<file path="src/rtl/i2c_arb_pkg.sv">
// Shared types and constants for the I2C Wishbone register-port arbiter.
package i2c_arb_pkg;

   localparam int ADDR_W          = 8;
   localparam int DATA_W          = 8;
   localparam int TMO_CNT_W       = 8;
   localparam int DEF_TIMEOUT_CYC = 255;

   typedef enum logic {
      ST_IDLE  = 1'b0,
      ST_GRANT = 1'b1
   } arb_state_e;

   // Successor of a master index, wrapping at n.
   function automatic int rr_next(input int idx, input int n);
      return (idx + 1 >= n) ? 0 : idx + 1;
   endfunction

endpackage

</file>
<file path="src/rtl/i2c_rr_pick.sv">
// Combinational round-robin selector: first asserted request at or after ptr_i,
// searching upward and wrapping.
module i2c_rr_pick #(
   parameter int NUM_M = 2,
   parameter int IDX_W = 1
) (
   input  logic [NUM_M-1:0] req_i,
   input  logic [IDX_W-1:0] ptr_i,
   output logic [IDX_W-1:0] idx_o,
   output logic             valid_o
);

   logic [IDX_W-1:0] cand;

   // Walk from the farthest offset down so the nearest requester wins last.
   always_comb begin
      idx_o   = '0;
      valid_o = 1'b0;
      cand    = '0;
      for (int k = NUM_M - 1; k >= 0; k--) begin
         cand = IDX_W'((int'(ptr_i) + k) % NUM_M);
         if (req_i[cand]) begin
            idx_o   = cand;
            valid_o = 1'b1;
         end
      end
   end

endmodule

</file>
<file path="src/rtl/i2c_wb_arbiter.sv">
// Round-robin Wishbone arbiter sharing the I2C controller's 8-bit register port
// between NUM_M masters. Define I2C_ARB_TIMEOUT_EN to build the stb watchdog.
module i2c_wb_arbiter
   import i2c_arb_pkg::*;
#(
   parameter int NUM_M       = 2,
   parameter int IDX_W       = 1,
   parameter int TIMEOUT_CYC = DEF_TIMEOUT_CYC
) (
   input  logic                      wb_clk_i,
   input  logic                      wb_rst_i,
   input  logic [NUM_M*ADDR_W-1:0]   m_add_i,
   input  logic [NUM_M*DATA_W-1:0]   m_data_i,
   input  logic [NUM_M-1:0]          m_we_i,
   input  logic [NUM_M-1:0]          m_stb_i,
   input  logic [NUM_M-1:0]          m_cyc_i,
   output logic [DATA_W-1:0]         m_data_o,
   output logic [NUM_M-1:0]          m_ack_o,
   output logic [NUM_M-1:0]          m_err_o,
   output logic [NUM_M-1:0]          irq_o,
   output logic [ADDR_W-1:0]         s_add_o,
   output logic [DATA_W-1:0]         s_data_o,
   output logic                      s_we_o,
   output logic                      s_stb_o,
   output logic                      s_cyc_o,
   input  logic [DATA_W-1:0]         s_data_i,
   input  logic                      s_ack_i,
   input  logic                      irq_i
);

   if (NUM_M < 2 || NUM_M > 4 || IDX_W != $clog2(NUM_M)) begin : g_bad_num_m
      $error("i2c_wb_arbiter: NUM_M must be 2..4 and IDX_W must be clog2(NUM_M)");
   end
   if (TIMEOUT_CYC < 1 || TIMEOUT_CYC > (1 << TMO_CNT_W) - 1) begin : g_bad_tmo
      $error("i2c_wb_arbiter: TIMEOUT_CYC must fit the watchdog counter");
   end

   logic [NUM_M-1:0][ADDR_W-1:0] add_a;
   logic [NUM_M-1:0][DATA_W-1:0] dat_a;

   arb_state_e       state_q, state_d;
   logic [IDX_W-1:0] owner_q, owner_d;
   logic [IDX_W-1:0] rr_ptr_q, rr_ptr_d;
   logic [IDX_W-1:0] irq_owner_q, irq_owner_d;
   logic [IDX_W-1:0] pick_idx;
   logic             pick_vld;
   logic             grant;
   logic             tmo;

   assign add_a = m_add_i;
   assign dat_a = m_data_i;

   i2c_rr_pick #(
      .NUM_M (NUM_M),
      .IDX_W (IDX_W)
   ) u_pick (
      .req_i   (m_cyc_i),
      .ptr_i   (rr_ptr_q),
      .idx_o   (pick_idx),
      .valid_o (pick_vld)
   );

   always_ff @(posedge wb_clk_i or posedge wb_rst_i) begin
      if (wb_rst_i) begin
         state_q     <= ST_IDLE;
         owner_q     <= '0;
         rr_ptr_q    <= '0;
         irq_owner_q <= '0;
      end else begin
         state_q     <= state_d;
         owner_q     <= owner_d;
         rr_ptr_q    <= rr_ptr_d;
         irq_owner_q <= irq_owner_d;
      end
   end

   always_comb begin
      state_d     = state_q;
      owner_d     = owner_q;
      rr_ptr_d    = rr_ptr_q;
      irq_owner_d = irq_owner_q;
      case (state_q)
         ST_IDLE: begin
            if (pick_vld) begin
               owner_d     = pick_idx;
               irq_owner_d = pick_idx;
               state_d     = ST_GRANT;
            end
         end
         ST_GRANT: begin
            if (!m_cyc_i[owner_q] || tmo) begin
               state_d  = ST_IDLE;
               rr_ptr_d = IDX_W'(rr_next(int'(owner_q), NUM_M));
            end
         end
         default: state_d = ST_IDLE;
      endcase
   end

   // state_q resets asynchronously, so stb/cyc/we fall as soon as reset rises.
   assign grant    = (state_q == ST_GRANT);
   assign s_cyc_o  = grant & m_cyc_i[owner_q];
   assign s_stb_o  = grant & m_stb_i[owner_q];
   assign s_we_o   = grant & m_we_i[owner_q];
   assign s_add_o  = wb_rst_i ? '0 : add_a[owner_q];
   assign s_data_o = wb_rst_i ? '0 : dat_a[owner_q];
   assign m_data_o = s_data_i;

   always_comb begin
      m_ack_o = '0;
      if (grant && s_ack_i) m_ack_o[owner_q] = 1'b1;
   end

   always_comb begin
      irq_o = '0;
      irq_o[irq_owner_q] = irq_i;
   end

`ifdef I2C_ARB_TIMEOUT_EN
   logic [TMO_CNT_W-1:0] tmo_cnt_q, tmo_cnt_d;

   // Fires in the stall cycle that brings the count up to TIMEOUT_CYC.
   assign tmo = grant & s_stb_o & ~s_ack_i &
                (tmo_cnt_q == TMO_CNT_W'(TIMEOUT_CYC - 1));

   always_comb begin
      tmo_cnt_d = tmo_cnt_q;
      if (!grant || s_ack_i || state_d == ST_IDLE) tmo_cnt_d = '0;
      else if (s_stb_o)                           tmo_cnt_d = tmo_cnt_q + 1'b1;
   end

   always_ff @(posedge wb_clk_i or posedge wb_rst_i) begin
      if (wb_rst_i) tmo_cnt_q <= '0;
      else          tmo_cnt_q <= tmo_cnt_d;
   end

   always_comb begin
      m_err_o = '0;
      if (tmo) m_err_o[owner_q] = 1'b1;
   end
`else
   assign tmo     = 1'b0;
   assign m_err_o = '0;
`endif

endmodule
</file>
<file path="config.mk">
export PLATFORM = sky130hd
export DESIGN_NAME = i2c_wb_arbiter
export DESIGN_NICKNAME = d
export VERILOG_FILES = /design/src/rtl/i2c_arb_pkg.sv /design/src/rtl/i2c_rr_pick.sv /design/src/rtl/i2c_wb_arbiter.sv
export SDC_FILE = /design/constraint.sdc
export NUM_CORES = 1
export LEC_CHECK = 0
export BUFFER_PORTS_ARGS = -buffer_cell sky130_fd_sc_hd__clkbuf_2
export CELL_PAD_IN_SITES_DETAIL_PLACEMENT = 0
export CELL_PAD_IN_SITES_GLOBAL_PLACEMENT = 1
export CORE_MARGIN = 3
export CORE_UTILIZATION = 15
export CTS_BUF_LIST = sky130_fd_sc_hd__clkbuf_8
export DETAILED_ROUTE_END_ITERATION = 12
export GPL_TIMING_DRIVEN = 0
export PLACE_DENSITY_LB_ADDON = 0.1
export SYNTH_ARGS = -nofsm -noshare
export SYNTH_HDL_FRONTEND = slang
export SYNTH_SLANG_ARGS = --single-unit
</file>
<file path="constraint.sdc">
create_clock -name wb_clk_i -period 1.1 [get_ports wb_clk_i]
set_input_delay 0.33 -clock wb_clk_i [delete_from_list [all_inputs] [get_ports wb_clk_i]]
set_output_delay 0.33 -clock wb_clk_i [all_outputs]
set_load 0.02 [all_outputs]
</file>
==> out/results.ini, run 1 <==
[routing]
drt_first_pass_iters=4
via_count=750
viasPerCell=3.79
drtIter0Drc=7
ant_nets=0
post_drt_wl_per_cell_um=9.79
drt_wl_total_um=1940
drc=0

[logic_synthesis]
syn_area_um2=548
ys_seq_area_share_pct=13.7
ys_ff_latch=3
synth_cells=73
synth_area_leaders=mux2i_1, nor2_1, buf_4
synth_area_leader_cell=mux2i_1
ys_warn_count=0
synth_top_area_share_pct=34.7
synthDistinctLibCells=17
synth.avg_cell_area_um2=7.51

[sta]
hold_violations=0
period_share_pct=143
timing.hold.ws_ps=332
rsz0062_at_grt=true
skew_ps=0.168
drv_slew=0
fin_crit_ps=1570
worst_slack_ps=-472
setup_viol=23
fmax_mhz=636

[finish]
num_antenna_cells=0
nFillCells=370
fin_area_mm2=0.00123
syn_to_final_growth_pct=125
drive_gt1_share_pct=79.6
nets=203

[setup_path]
cp-end-kind=output port
cp_slowest_cell=dfrtp_1
crit_chain=buf_6, buf_12, mux2i_2, nor2_2, clkbuf_2
crit_fanout=10
critPathMaxStageDelay_ps=330
critPathRequiredTime_ps=770
critical_path_buf_inv_count=3
worstSetupPathType=reg -> out
setup.worst_path.start_class=register
cp_top_family=buffers and inverters
worstPathArrival_ps=1240

[hold_path]
worstHoldPathType=in -> async

[die]
fp.dieW_um=66.4
die_height_um=66.4
ios=83
die_area_mm2=0.00441
core_area_mm2=0.00342
rows=21
initial_core_util_pct=16.0

[pwr]
swShare_pct=40.6
power_frac_clock_pct=14.3
seqPwrFrac_pct=8.6
power.switching_uw=868
vdd.ir_drop.worst_mv=0.981
leakagePower_nw=0.689
power_density_mw_per_mm2=1730
comb_power_share_pct=77.1
internal_power_mw=1.27

[clocking]
clk_pin_slew_ps=30
cts_tree=built
cts_sinks=3
clk_latency_ps=210
cts_buffer_depth=2
holdBufCountCts=0
h-tree-depth=1
cts_buffers=3
cts_root_buf=clkbuf_8

[job]
maxCapViolCount=0

[status]
violations=negative setup slack
status=finished, violations left

[global_route]
grt_use_total_pct=7.53
grt_pass1_wl_um=2660
antenna_found_initial=0
grt.overflow.total=0
grt_start_max_net_pins=11
grt_pass1_vias=628

[placed_design]
dp_hpwl_um=1540
place_ws_ps=-351
portBuffers=71
gp_congestion=0.566
dpl-instance-area_mm2=0.00103

==> tightest hold or removal path: stages <==
cell	delay (ps)
buf_2	170
buf_2	230
inv_1	150
==> cell usage in the layout, fill, tap and decap left out <==
cell type,instances
dfrtp_1,3
and3_4,1
inv_1,4
a31oi_1,1
nor2_4,1
nor2_1,1
clkbuf_8,3
mux2i_1,13
nand2_1,2
buf_8,3
nor2b_4,1
mux2i_4,1
mux2i_2,5
and2_4,1
buf_6,9
clkbuf_2,56
a21oi_1,3
conb_1,2
nor2_2,19
buf_2,5
o21ai_0,2
buf_12,3
buf_4,13
==> kinds of logic (layout without fill, tap and decap cells) <==
family,after synthesis,in the layout,share of synthesized area (%)
AOI/OAI and AO/OA,6,6,5.71
and+or+nand+nor,26,26,19.2
muxes,19,19,34.7
buffers and inverters,18,96,26.0
DFF,3,3,13.7
other,1,2,0.684
==> registers in the layout, indices dropped and copies added (netlist names) <==
| name | count |
|---|---|
| grant | 1 |
| irq_owner_q | 1 |
| rr_ptr_q | 1 |
==> metrics by stage <==
stage	total power, mW	cells	setup TNS, ps	util (%)
floorplan	1.17	74	-2880	-
global placement	1.48	191	-5800	30.1
detailed placement	1.49	191	-5910	30.1
CTS	1.93	197	-10180	33.0
global route	2.30	198	-11790	36.1
finish	2.14	198	-10110	36.1
==> power groups by stage <==
stage / clock network, mW / logic [mW] / registers (mW)
3_3_place_gp: 0 / 1.30 / 0.184
3_5_place_dp: 0 / 1.30 / 0.186
6_report: 0.307 / 1.65 / 0.184
4_1_cts: 0.317 / 1.43 / 0.185
5_1_grt: 0.329 / 1.78 / 0.193
2_1_floorplan: 0 / 0.992 / 0.177
==> cell usage after synthesis, drive strengths merged <==
library cell,instances
and3,1
conb,1
nor2b,1
inv,3
buf,15
dfrtp,3
a31oi,1
nor2,21
and2,1
nand2,2
mux2i,19
a21oi,3
o21ai,2
==> final timing paths <==
kind                              from          end  slack [ps]  cells past startpoint
setup / recovery           irq_owner_q  s_data_o[5]        -470                      5
hold / removal                wb_rst_i     rr_ptr_q         330                      3
setup reg to reg                 grant     rr_ptr_q         140                      3
hold reg to reg               rr_ptr_q     rr_ptr_q         530                      2
max in group asynchronous     wb_rst_i  irq_owner_q         630                      3
min in group wb_clk_i       m_cyc_i[0]  irq_owner_q         360                      2
==> per-layer routing <==
layer | track usage [%] | vias up | part of all wire (%)
met5 | 0 | - | 0
met1 | 8.05 | 321 | 36
met4 | 0.761 | 0 | 0
met3 | 2.38 | 0 | 10
li1 | - | 384 | -
met2 | 14.6 | 45 | 54
==> timing repair <==
| action | in CTS | in global routing |
|---|---|---|
| pin swaps | 0 | 2 |
| setup buffers | 2 | 1 |
| resized for setup | 8 | 39 |
| endpoints found under the setup margin | 23 | 23 |
==> layout make-up <==
| cell class | instances | area [µm²] | share of cell area, % |
|---|---|---|---|
| Clock inverter | 1 | 3.75 | 0.304 |
| Clock buffer | 3 | 41.3 | 3.35 |
| Inverter | 3 | 11.3 | 0.913 |
| Tap cell | 46 | 57.6 | 4.67 |
| Sequential cell | 3 | 75.1 | 6.09 |
| Timing Repair Buffer | 74 | 473 | 38.3 |
| Buffer | 15 | 136 | 11.1 |
| Multi-Input combinational cell | 53 | 435 | 35.3 |
Note: power is estimated with default switching activity, not from simulation.
==> run 2: changes to the inputs <==
Settings changed: ABC_AREA from default to 1, CORE_UTILIZATION 15 to 14.
==> run 2 against run 1 <==
- the run still ends with negative setup slack left
- sequential power up 45%
- non-clock buffer count decreased by 2
- power is 30% higher
- critical path depth fell by 1
==> out/results.ini, run 2 <==
[global_route]
antenna_found_initial=0
grt.overflow.total=0
grt_use_total_pct=10.2
grt_pass1_vias=848
grt_pass1_wl_um=3590
grt_start_max_net_pins=13

[die]
rows=21
die_area_mm2=0.00455
die_height_um=67.5
core_area_mm2=0.00349
initial_core_util_pct=15.1
ios=83
fp.dieW_um=67.5

[status]
status=finished, violations left
violations=negative setup slack

[routing]
drt_first_pass_iters=4
drt_wl_total_um=2240
drtIter0Drc=17
ant_nets=0
drc=0
viasPerCell=4.01
via_count=894
post_drt_wl_per_cell_um=10.0

[finish]
nets=228
fin_util_pct=39.8
drive_gt1_share_pct=85.3
final_cell_mix=clkbuf_2, nor2_4, nor2_2, buf_4, o21ai_2
final_common_cell=clkbuf_2
nFillCells=366
num_antenna_cells=0
syn_to_final_growth_pct=163

[setup_path]
cp-end-kind=output port
r2r-start=grant
r2r_cells=4
critPathRequiredTime_ps=770
worstPathArrival_ps=1230
reg2reg_to=irq_owner_q
crit_fanout=10
worstSetupPathType=reg -> out
setup.worst_path.start_class=register
r2r_slack_ps=50

[logic_synthesis]
syn_area_um2=529
yosysMostFrequentCell=nor2_1
synthDistinctLibCells=13
ys_warn_count=0
synth_flop_cell=dfrtp_1
synth_top_area_share_pct=27.0
synth_cells=100
async_flop_share_pct=100
ys_ff_latch=3
synth_area_leader_cell=nor2_1
synth_edf_count=0
synth.avg_cell_area_um2=5.29
yosys-top-cells-count=nor2_1, o21ai_0, buf_4
ys_seq_area_share_pct=14.2
synth_area_leaders=nor2_1, o21ai_0, buf_4

[sta]
skew_ps=0.875
worst_slack_ps=-463
timing.hold.ws_ps=280
setup_viol=23
rsz0062_at_grt=true
hold_violations=0
fmax_mhz=640
drv_slew=0
fin_crit_ps=1560
period_share_pct=142

[placed_design]
dp_hpwl_um=1960
gp_congestion=0.798
portBuffers=72

[clocking]
clk_latency_ps=210
clk_pin_slew_ps=30
holdBufCountCts=0
cts_buffers=3
cts_buffer_depth=2
cts_sinks=3
cts_tree=built
cts_root_buf=clkbuf_8
h-tree-depth=1

[job]
maxCapViolCount=0

[hold_path]
worstHoldPathType=in -> async

[pwr]
power_density_mw_per_mm2=2000
total_power_mw=2.78
leakagePower_nw=0.691
vdd.ir_drop.worst_mv=0.807

run 2: changes by cell type in the layout (fill, tap and decap cells not counted), sizes merged, moves of 6 or more:
cell and delta:
o21ai +18, clkbuf +16, nand2 +7, buf -18
nor2 +17, inv +6, mux2i -19
run 2: worst max-delay path by stage:
stage / start / endpoint / slack, ps / cells past startpoint
after CTS: irq_owner_q / s_cyc_o / -490 / 6
after detailed placement: wb_rst_i / s_add_o[4] / -390 / 6
after floorplan: irq_owner_q / s_cyc_o / -80 / 5
after global placement: wb_rst_i / s_add_o[5] / -360 / 6
final: irq_owner_q / s_stb_o / -460 / 4
after global routing: irq_owner_q / s_cyc_o / -540 / 6
run 2: kinds of logic after synthesis:
family | Yosys count | share of synthesized area (%)
compound gates | 20 | 18.9
buf+inv | 25 | 28.1
flops | 3 | 14.2
other cells | 1 | 0.709
simple gates | 51 | 38.1
run 2: report_power, final:
| group | total, mW | internal (mW) | switching, mW |
|---|---|---|---|
| Combinational | 2.21 | 0.904 | 1.30 |
| Clock | 0.308 | 0.237 | 0.0708 |
| Sequential | 0.267 | 0.175 | 0.0927 |
| Total | 2.78 | 1.32 | 1.47 |
run 2: worst max-delay path, cell delays in order (launching register included):
cell	delay, ps
dfrtp_2	450
buf_6	180
o21ai_2	180
nor2_4	50
clkbuf_2	150
run 2: area by class of cell:
type                            instances  area (µm²)  area share, %
Buffer                                 15         153           11.0
Multi-Input combinational cell         73         623           44.7
Inverter                               10        41.3           2.96
Clock inverter                          1        3.75          0.270
Tap cell                               46        57.6           4.13
Timing Repair Buffer                   72         395           28.4
Sequential cell                         3        77.6           5.57
Clock buffer                            3        41.3           2.96
run 2: metrics by stage:
step	TNS [ps]	std cells	setup WS (ps)	instance area, µm²
after floorplan	-1670	101	-81.4	835
after global placement	-6520	219	-363	1250
after detailed placement	-6750	219	-386	1250
after CTS	-10540	223	-487	1350
after global routing	-11730	223	-542	1390
final	-10030	223	-463	1390
run 2: metal layers:
| layer | routed length (µm) | vias to the layer above | track usage [%] |
|---|---|---|---|
| met5 | 0 | - | 0 |
| met4 | 19 | 0 | 3.80 |
| met3 | 191 | 2 | 1.83 |
| met2 | 1290 | 41 | 19.6 |
| met1 | 731 | 396 | 11.0 |
| li1 | - | 455 | - |
run 2: what timing repair did:
action	CTS	global route
setup endpoints to repair	23	25
setup buffers	0	0
resized for setup	12	6
==> run 3: changes to the inputs <==
Settings changed: BUFFER_PORTS_ARGS -buffer_cell sky130_fd_sc_hd__clkbuf_2 to -buffer_cell sky130_fd_sc_hd__buf_4.
Clock period 1.1 ns to 1.4 ns, I/O delays scaled along.
==> run 3 against run 2 <==
- critical path type unchanged
- largest power group unchanged
- clock skew is 0.81 ps higher
- routed wire length is 5.5% higher
- clock-buffer cell count stayed put
- non-clock buffer count is 4 higher
- clock power is 21% lower
- final cell count is 1.8% higher
- hold slack worse by 4.3 ps
- via count is 1.1% lower
- highest routed layer unchanged
- first-iteration DRC count is 59% lower
- critical path depth is 1 higher
- the flow still finishes with violations (negative setup slack)
- worst setup slack better by 260 ps
==> out/results.ini, run 3 (synthesis gave the netlist of run 2 again) <==
[status]
violations=negative setup slack
status=finished, violations left

[pwr]
power_density_mw_per_mm2=1510
power_frac_clock_pct=11.8
swShare_pct=47.1
total_power_mw=2.07
leakagePower_nw=0.738
vdd.ir_drop.worst_mv=0.773
comb_power_share_pct=78.3
power.switching_uw=973
seqPwrFrac_pct=9.9
internal_power_mw=1.09

[sta]
worst_slack_ps=-208
period_share_pct=115
rsz0062_at_grt=true
skew_ps=1.69
drv_slew=0
fmax_mhz=622
hold_violations=0
timing.hold.ws_ps=275
fin_crit_ps=1610
setup_viol=23

[routing]
ant_nets=0
drt_first_pass_iters=3
viasPerCell=3.89
drc=0
via_count=884
post_drt_wl_per_cell_um=10.4
drtIter0Drc=7
drt_wl_total_um=2360

[die]
initial_core_util_pct=15.1
die_height_um=67.5
die_area_mm2=0.00455
fp.dieW_um=67.5
ios=83
core_area_mm2=0.00349
rows=21

[global_route]
grt_start_max_net_pins=13
grt.overflow.total=0
grt_pass1_wl_um=3700
grt_use_total_pct=10.6
antenna_found_initial=0
grt_pass1_vias=899

[setup_path]
worstSetupPathType=reg -> out
crit_top_cell=nor2_1
worstPathArrival_ps=1190
cp-end-kind=output port
crit_fanout=5
critPathRequiredTime_ps=980
crit_chain=inv_4, buf_6, nor2_1, nor2_1, buf_4
setup.worst_path.start_class=register
critPathMaxStageDelay_ps=450
cp_slowest_cell=dfrtp_2

[placed_design]
portBuffers=72
dp_hpwl_um=1890
dpl-instance-area_mm2=0.00117
gp_congestion=0.630

[finish]
num_antenna_cells=0
drive_gt1_share_pct=66.9
syn_to_final_growth_pct=158
seqCellArea_um2=76.3
fin_area_mm2=0.00137
final_cell_mix=buf_4, nor2_1, buf_6, nor2_2, o21ai_1
multi_input_area_um2=393
nets=232
nFillCells=377
final_common_cell=buf_4

[clocking]
holdBufCountCts=0
cts_buffer_depth=2
cts_sinks=3
cts_tree=built
h-tree-depth=1
clk_latency_ps=220
cts_root_buf=clkbuf_8
cts_buffers=3
clk_pin_slew_ps=30

[job]
maxCapViolCount=0

[hold_path]
worstHoldPathType=in -> async

-- run 3: timing repair --
action	in CTS	in global routing
setup endpoints to repair	23	23
buffers inserted	3	0
pin swaps	4	1
resized for setup	32	22
cloned	1	0
hold endpoints to repair	0	0
-- run 3: area by class of cell --
type	count	share of cell area, %
Buffer	15	10.5
Timing Repair Buffer	76	44.5
Sequential cell	3	5.58
Tap cell	46	4.21
Multi-Input combinational cell	73	28.7
Inverter	10	3.20
Clock inverter	1	0.274
Clock buffer	3	3.02
-- run 3: worst max-delay path: cells and delay by family (launching register included) --
family                 cells  cell delay, ps
buffers and inverters      3             390
flip-flops                 1             450
AND/OR/NAND/NOR            2             140
-- run 3: layer usage --
metal  global-route usage [%]  part of all wire, %
met1                     11.6                   37
met4                     3.54                 0.81
met5                        0                    0
met3                     2.66                  9.8
met2                     19.6                   53
-- run 3: final timing paths --
check,start,cells past startpoint,end,slack (ps)
max reg2reg,irq_owner_q,6,grant,330
min,wb_rst_i,3,rr_ptr_q,280
min in group wb_clk_i,rr_ptr_q,2,rr_ptr_q,470
max,irq_owner_q,5,s_data_o[3],-210
max in group asynchronous,wb_rst_i,3,irq_owner_q,990
min reg2reg,rr_ptr_q,2,rr_ptr_q,470
-- run 3: power groups by stage --
stage	registers, mW	logic (mW)	clock network (mW)
4_1_cts	0.189	1.52	0.252
3_3_place_gp	0.194	1.28	0
3_5_place_dp	0.192	1.29	0
2_1_floorplan	0.174	0.783	0
6_report	0.205	1.62	0.244
5_1_grt	0.213	1.78	0.270
-- run 3: through the flow --
step / std cells / utilization (%) / TNS, ps / worst slack [ps]
floorplan: 101 / - / 0 / 14.4
global placement: 219 / 33.4 / -1990 / -198
detailed placement: 219 / 33.4 / -1970 / -200
CTS: 227 / 37.1 / -4510 / -219
global route: 227 / 39.1 / -5750 / -287
finish: 227 / 39.1 / -4180 / -208
